<file path="src/rtl/qpsk_hls_top_mul_pkg.sv">
// rtl/qpsk_hls_top_mul_pkg.sv - shared bounds and width/rounding helpers for the multiply-accumulate pipe
package qpsk_hls_top_mul_pkg;

  localparam int NUM_STAGE_MIN = 2;
  localparam int NUM_STAGE_MAX = 8;

  // Both operands are extended to this width so one signed multiply covers every signedness mix.
  function automatic int prod_width(input int a_w, input int b_w);
    return a_w + b_w + 1;
  endfunction

  function automatic logic [63:0] round_const(input int shift);
    if (shift > 0) return 64'd1 << (shift - 1);
    return 64'd0;
  endfunction

endpackage

</file>
<file path="src/rtl/qpsk_hls_top_mul_round_sat.sv">
// rtl/qpsk_hls_top_mul_round_sat.sv - round-half-up, arithmetic right shift and saturation to the output width
module qpsk_hls_top_mul_round_sat
  import qpsk_hls_top_mul_pkg::*;
#(
  parameter int ACC_WIDTH = 48,
  parameter int OUT_SHIFT = 0,
  parameter int OUT_WIDTH = 39,
  parameter bit IS_SIGNED = 1'b0
) (
  input  logic [ACC_WIDTH-1:0] value,
  output logic [OUT_WIDTH-1:0] dout,
  output logic                 sat
);

  // Two guard bits: one keeps unsigned values positive, one absorbs the rounding carry.
  localparam int EXT = ACC_WIDTH + 2;
  localparam int MAG = IS_SIGNED ? OUT_WIDTH - 1 : OUT_WIDTH;
  localparam logic signed [EXT-1:0] SAT_MAX = (EXT'(1) <<< MAG) - EXT'(1);
  localparam logic signed [EXT-1:0] SAT_MIN = IS_SIGNED ? -(EXT'(1) <<< MAG) : EXT'(0);
  localparam logic signed [EXT-1:0] RND     = EXT'(round_const(OUT_SHIFT));

  logic signed [EXT-1:0] v_ext;
  logic signed [EXT-1:0] rounded;
  logic signed [EXT-1:0] shifted;

  always_comb begin
    v_ext   = {{2{IS_SIGNED & value[ACC_WIDTH-1]}}, value};
    rounded = v_ext + RND;
    shifted = rounded >>> OUT_SHIFT;
    dout    = shifted[OUT_WIDTH-1:0];
    sat     = 1'b0;
    if (shifted > SAT_MAX) begin
      dout = SAT_MAX[OUT_WIDTH-1:0];
      sat  = 1'b1;
    end else if (shifted < SAT_MIN) begin
      dout = SAT_MIN[OUT_WIDTH-1:0];
      sat  = 1'b1;
    end
  end

endmodule

</file>
<file path="src/rtl/qpsk_hls_top_mul_pipe_acc.sv">
// rtl/qpsk_hls_top_mul_pipe_acc.sv - pipelined multiplier with optional accumulate, rounding and saturation
module qpsk_hls_top_mul_pipe_acc
  import qpsk_hls_top_mul_pkg::*;
#(
  parameter int A_WIDTH   = 18,
  parameter int B_WIDTH   = 21,
  parameter int A_SIGNED  = 0,
  parameter int B_SIGNED  = 0,
  parameter int NUM_STAGE = 4,
  parameter int ACC_WIDTH = 48,
  parameter int OUT_SHIFT = 0,
  parameter int OUT_WIDTH = 39
) (
  input  logic                 clk,
  input  logic                 reset,
  input  logic                 ce,
  input  logic                 in_valid,
  output logic                 in_ready,
  input  logic [A_WIDTH-1:0]   a,
  input  logic [B_WIDTH-1:0]   b,
  input  logic                 acc_en,
  input  logic                 acc_clr,
  output logic                 out_valid,
  input  logic                 out_ready,
  output logic [OUT_WIDTH-1:0] dout,
  output logic                 dout_sat
);

  // Out-of-range depths are clamped to the nearest legal pipeline depth.
  localparam int STAGES = (NUM_STAGE < NUM_STAGE_MIN) ? NUM_STAGE_MIN :
                          (NUM_STAGE > NUM_STAGE_MAX) ? NUM_STAGE_MAX : NUM_STAGE;
  localparam int MID = STAGES - 1;
  localparam int EW  = prod_width(A_WIDTH, B_WIDTH);
  localparam bit A_SX = (A_SIGNED != 0);
  localparam bit B_SX = (B_SIGNED != 0);
  localparam bit IS_SIGNED = A_SX || B_SX;

  logic                  adv;
  logic [MID-1:0]        v_pipe;
  logic [MID-1:0]        en_pipe;
  logic [MID-1:0]        clr_pipe;
  logic [A_WIDTH-1:0]    a_r;
  logic [B_WIDTH-1:0]    b_r;
  logic signed [EW-1:0]  a_x;
  logic signed [EW-1:0]  b_x;
  logic signed [EW-1:0]  prod_comb;
  logic signed [EW-1:0]  prod_fin;
  logic                  fin_v;
  logic                  fin_en;
  logic                  fin_clr;
  logic [ACC_WIDTH-1:0]  acc;
  logic [ACC_WIDTH-1:0]  acc_next;
  logic [ACC_WIDTH-1:0]  prod_acc;
  logic [ACC_WIDTH-1:0]  value;
  logic [OUT_WIDTH-1:0]  rs_dout;
  logic                  rs_sat;

  assign adv      = ce && (!out_valid || out_ready);
  assign in_ready = adv;

  always_ff @(posedge clk) begin
    if (!reset) begin
      v_pipe <= '0;
    end else if (adv) begin
      v_pipe[0] <= in_valid;
      for (int i = 1; i < MID; i++) v_pipe[i] <= v_pipe[i-1];
    end
  end

  // Operand and tag registers carry no reset; the valid bits qualify them.
  always_ff @(posedge clk) begin
    if (adv) begin
      a_r         <= a;
      b_r         <= b;
      en_pipe[0]  <= acc_en;
      clr_pipe[0] <= acc_clr;
      for (int i = 1; i < MID; i++) begin
        en_pipe[i]  <= en_pipe[i-1];
        clr_pipe[i] <= clr_pipe[i-1];
      end
    end
  end

  always_comb begin
    a_x       = {{(EW-A_WIDTH){A_SX & a_r[A_WIDTH-1]}}, a_r};
    b_x       = {{(EW-B_WIDTH){B_SX & b_r[B_WIDTH-1]}}, b_r};
    prod_comb = a_x * b_x;
  end

  // The first product register maps to the DSP M register; deeper pipes just delay it.
  generate
    if (MID == 1) begin : g_comb_prod
      assign prod_fin = prod_comb;
    end else begin : g_reg_prod
      logic signed [EW-1:0] prod_pipe [MID-1];
      always_ff @(posedge clk) begin
        if (adv) begin
          prod_pipe[0] <= prod_comb;
          for (int i = 1; i < MID - 1; i++) prod_pipe[i] <= prod_pipe[i-1];
        end
      end
      assign prod_fin = prod_pipe[MID-2];
    end
  endgenerate

  always_comb begin
    fin_v    = v_pipe[MID-1];
    fin_en   = en_pipe[MID-1];
    fin_clr  = clr_pipe[MID-1];
    prod_acc = ACC_WIDTH'(prod_fin);
    acc_next = (fin_clr ? '0 : acc) + prod_acc;
    value    = fin_en ? acc_next : prod_acc;
  end

  qpsk_hls_top_mul_round_sat #(
    .ACC_WIDTH (ACC_WIDTH),
    .OUT_SHIFT (OUT_SHIFT),
    .OUT_WIDTH (OUT_WIDTH),
    .IS_SIGNED (IS_SIGNED)
  ) u_round_sat (
    .value (value),
    .dout  (rs_dout),
    .sat   (rs_sat)
  );

  always_ff @(posedge clk) begin
    if (!reset) begin
      out_valid <= 1'b0;
      acc       <= '0;
      dout      <= '0;
      dout_sat  <= 1'b0;
    end else if (adv) begin
      out_valid <= fin_v;
      if (fin_v) begin
        dout     <= rs_dout;
        dout_sat <= rs_sat;
        if (fin_en) acc <= acc_next;
      end
    end
  end

endmodule

</file>
<file path="config.mk">
export PLATFORM = sky130hd
export DESIGN_NAME = qpsk_hls_top_mul_pipe_acc
export DESIGN_NICKNAME = d
export VERILOG_FILES = /design/src/rtl/qpsk_hls_top_mul_pkg.sv /design/src/rtl/qpsk_hls_top_mul_round_sat.sv /design/src/rtl/qpsk_hls_top_mul_pipe_acc.sv
export SDC_FILE = /design/constraint.sdc
export NUM_CORES = 1
export LEC_CHECK = 0
export ABC_AREA = 1
export BUFFER_PORTS_ARGS = -buffer_cell sky130_fd_sc_hd__buf_2
export CAP_MARGIN = 20
export CORE_MARGIN = 2
export CORE_UTILIZATION = 55
export CTS_CLUSTER_DIAMETER = 120
export DETAILED_ROUTE_END_ITERATION = 16
export PLACE_DENSITY = 0.72
export SLEW_MARGIN = 10
export SYNTH_ARGS = -nofsm -noshare
export SYNTH_HDL_FRONTEND = slang
export SYNTH_SLANG_ARGS = --single-unit
</file>
<file path="constraint.sdc">
create_clock -name clk -period 7.2 [get_ports clk]
set_input_delay 2.16 -clock clk [delete_from_list [all_inputs] [get_ports clk]]
set_output_delay 2.16 -clock clk [all_outputs]
set_load 0.02 [all_outputs]
</file>
==> summary.txt <==
Detailed routing
  • Drt pass-1 iters: 5
  • Met2 WL: 30,900 µm
  • Met1 WL: roughly 26,000 µm
  • Routed met3 length: 3720 µm
  • Total Routed Length: between 60,000 and 70,000 µm
  • Starting DRT DRC Count: roughly 1,500
  • # DRC: 0
  • Routed len/inst: 16.7 µm
  • Via count: about 19,000
  • Top Metal Used: met4
  • Drt via density: 5.13
  • Post-DRT Antenna Nets: 0

STA
  • Crit path time final: 6740 ps
  • Slew margin rel.: 31.3%
  • Final Max Tran Viols: 0
  • Endpoints failing setup: 0
  • Peak Freq: 0.148 GHz
  • Slew @ Worst Pin: 1030 ps
  • Setup slack after layout: 457 ps
  • Period utilization: a little over nine tenths
  • Final hold violation count: 0
  • Unrepaired setup endpoints after global routing: false
  • Sum of negative setup slack: 0 ps
  • Worst clock skew: 14.5 ps

Clock network
  • CTS tree: yes
  • Max H-tree Level: 1
  • # Post-CTS Setup Buffers: 0
  • Root buffer cell: clkbuf_16
  • Clk sink count: 215
  • Clock Path Buffers: 3
  • CTS clk-pin slew, worst paths: about 60 ps
  • Hold Buf Count CTS: 0
  • Clock latency on the worst-skew pair: 560 ps
  • Total CTS buffers: 24
  • Post-CTS Resized: 0

Power
  • Peak VDD IR: between 0.5 and 0.6 mV
  • Leakage power: 14.1 nW
  • Comb power frac: approximately three quarters
  • Power Density: 486 mW/mm²
  • Switch share: around half
  • Internal power: 0.00615 W
  • Sequential Power Share: between 10% and 20%
  • Clock share of power: 9.3%
  • Design Power: ~0.012 W
  • Switching power: 0.00632 W

GRT
  • Initial antenna violation count: 0
  • Grt total ovfl: 0
  • Largest net degree at the start of global routing: 81
  • First-pass GRT wire length: between 100,000 and 150,000 µm
  • Vias in the first global route: 20,059
  • GRT Util Overall: between 20% and 30%

Yosys
  • Post-synth net total: 3,677
  • Main combinational cell family by area after synthesis: adder cells
  • Top post-synthesis cells by area: fa_1 (25%), edfxtp_1 (15%), nand2_1 (13%)
  • Xor and xnor fraction of the mapped netlist area: 2.42%
  • Share of the synthesized area in the top cell type: 25.2%
  • Compound-Gate Fraction of Synth Area: 5.62%
  • Synth Flop Type: edfxtp_1
  • Number of enable flip-flop cells after synthesis: 123
  • Syn Area/Cell: 7.64 µm²
  • Mapped Area: 0.0243 mm²
  • Sequential area share after synthesis: 22.8%
  • Post-synth cell types: 49
  • Async S/R FF share, synth: 0%
  • Proportion of synthesized area in mux cells: 0%
  • Cells after Synth: 3,174
  • Synth Area in Adders: 33.0%
  • Leading area contributor after synthesis: fa_1
  • Seq cells post-synth: 215
  • Simple-Gate Fraction of Synth Area: between 20% and 30%
  • Syn. warnings: 0

Final layout
  • Final Cell Area: 0.0256 mm²
  • Final #Nets: about 3,700
  • Fin util: 59.3%
  • Layout cells sized above 1: 5.98%
  • Most common cell after layout, fill and taps aside: nand2_1
  • # diodes: 0
  • Area Overhead vs Synth: 5.70%
  • Fillcell total: 4,022
  • Commonest cells after routing, fill and taps aside: nand2_1 (832), inv_1 (792), fa_1 (305), nor2_1 (260), a21oi_1 (158)

Min path
  • HP Class: flip-flop to flip-flop
  • Hold Path Sink: g_reg_prod.prod_pipe[0][40]
  • Worst Min Path Start: g_reg_prod.prod_pipe[0][0]
  • Hold depth: 0

Critical path
  • R2R cell count: 24
  • Critical Path Slowest Stage Cell: edfxtp_1
  • Worst Path Max Fanout: 21
  • Critical Path Source: a_r[8]
  • Reg-to-Reg End: g_reg_prod.prod_pipe[0][36]
  • Worst setup EP type: flip-flop
  • Worst path required time: 7500 ps
  • Flop-to-flop setup slack: 460 ps
  • Critical Path Source Type: flip-flop
  • Setup CP Type: flip-flop to flip-flop
  • Crit path arrival time: between 7000 and 8000 ps
  • Critical path's largest stage delay: approximately 940 ps
  • Worst R2R Start: a_r[8]
  • CP Cell Sequence: nand2_1 -> fa_1 -> inv_1 -> fa_1 -> fa_1 -> inv_1 -> fa_1 -> inv_1 -> fa_1 -> inv_1 -> fa_1 -> inv_1 -> ha_1 -> nand2_1 -> nor2_1 -> inv_1 -> o21ai_0 -> nand4_1 -> o211ai_1 -> nand2_1 -> nand2_1 -> nand2_1 -> nand2_1 -> xor2_1

Die
  • # rows: 76
  • IO Count: 88
  • Starting density of the core: between 50% and 60%
  • Die Area: 0.0458 mm²
  • Die span in y: approximately 210 µm
  • Die Wd: 214 µm
  • Core Region: 0.0433 mm²

Flow run
  • Maxcap violations: 0

Placement
  • DP Area: 0.0249 mm²
  • DPL Wire Length: around 50,000 µm
  • PortBufs: 87
  • RD Place Congestion: roughly 0.98
  • Pre-CTS WS: around 450 ps

Outcome
  • Outcome: finished clean
## worst max-delay path: cells and delay by family, from the launching register on
kind / cells / cell delay [ps]
AO/OA/AOI/OAI: 2 / 690
XOR/XNOR: 1 / 70
adder cells (fa/ha/maj): 7 / 3500
buffers and inverters: 6 / 320
flip-flops: 1 / 940
AND/OR/NAND/NOR: 8 / 970
## power groups by stage
stage	combinational (W)	sequential (W)	clock [W]
final	0.00912	0.00220	0.00115
after global routing	0.0104	0.00222	0.00123
after CTS	0.00916	0.00220	0.00118
after detailed placement	0.00909	0.00222	0
after global placement	0.00903	0.00221	0
after floorplan	0.00692	0.00212	0
## worst max-delay path by stage
stage                                  end  slack, ps  cells after the start
2_1_floorplan  g_reg_prod.prod_pipe[0][29]       1180                     24
3_3_place_gp   g_reg_prod.prod_pipe[0][36]        600                     24
3_5_place_dp   g_reg_prod.prod_pipe[0][36]        450                     24
4_1_cts        g_reg_prod.prod_pipe[0][36]        460                     24
5_1_grt        g_reg_prod.prod_pipe[0][36]        120                     24
6_report       g_reg_prod.prod_pipe[0][36]        460                     24
## registers in the layout, indices dropped and copies added, names as in the netlist
signal	cells
g_reg_prod.prod_pipe	78
acc	48
dout	39
b_r	21
a_r	18
clr_pipe	3
en_pipe	3
v_pipe	3
dout_sat	1
out_valid	1
## routing by layer
metal | vias to the layer above | GRT usage, %
li1 | 9391 | -
met3 | 143 | 3.86
met4 | 0 | 10.4
met2 | 638 | 50.0
met1 | 9212 | 35.4
met5 | - | 0
## synthesized netlist by cell type, drive strengths merged (4+ instances only)
cell type	count
nand2	844
inv	802
fa	305
nor2	280
a21oi	158
ha	152
edfxtp	123
dfxtp	92
clkbuf	89
o21ai	71
nand4	56
nand3	51
xor2	45
buf	27
xnor2	22
dlygate4sd3	11
o211ai	8
o21bai	8
nor3	6
a211oi	4
## stage by stage
step / cells / hold WS, ps
final: 3780 / 408
after global routing: 3780 / 423
after CTS: 3779 / 402
after detailed placement: 3735 / 405
after global placement: 3735 / 400
after floorplan: 3174 / 400
## area by class of cell
class                           instances  area [µm²]  area share [%]
Inverter                              804        3020            11.8
Timing Repair Buffer                  106         591            2.30
Clock buffer                           27         622            2.43
Clock inverter                         17         113           0.439
Tap cell                              585         732            2.85
Multi-Input combinational cell       2026       15000            58.6
Sequential cell                       215        5540            21.6
## cell families (layout without fill, tap and decap cells)
family,after synthesis,after routing
AND/OR/NAND/NOR,1244,1244
buffers and inverters,933,954
adder cells (fa/ha/maj),457,457
AO/OA/AOI/OAI,258,258
flip-flops,215,215
XOR/XNOR,67,67
Note: power is estimated with default switching activity, not from simulation.
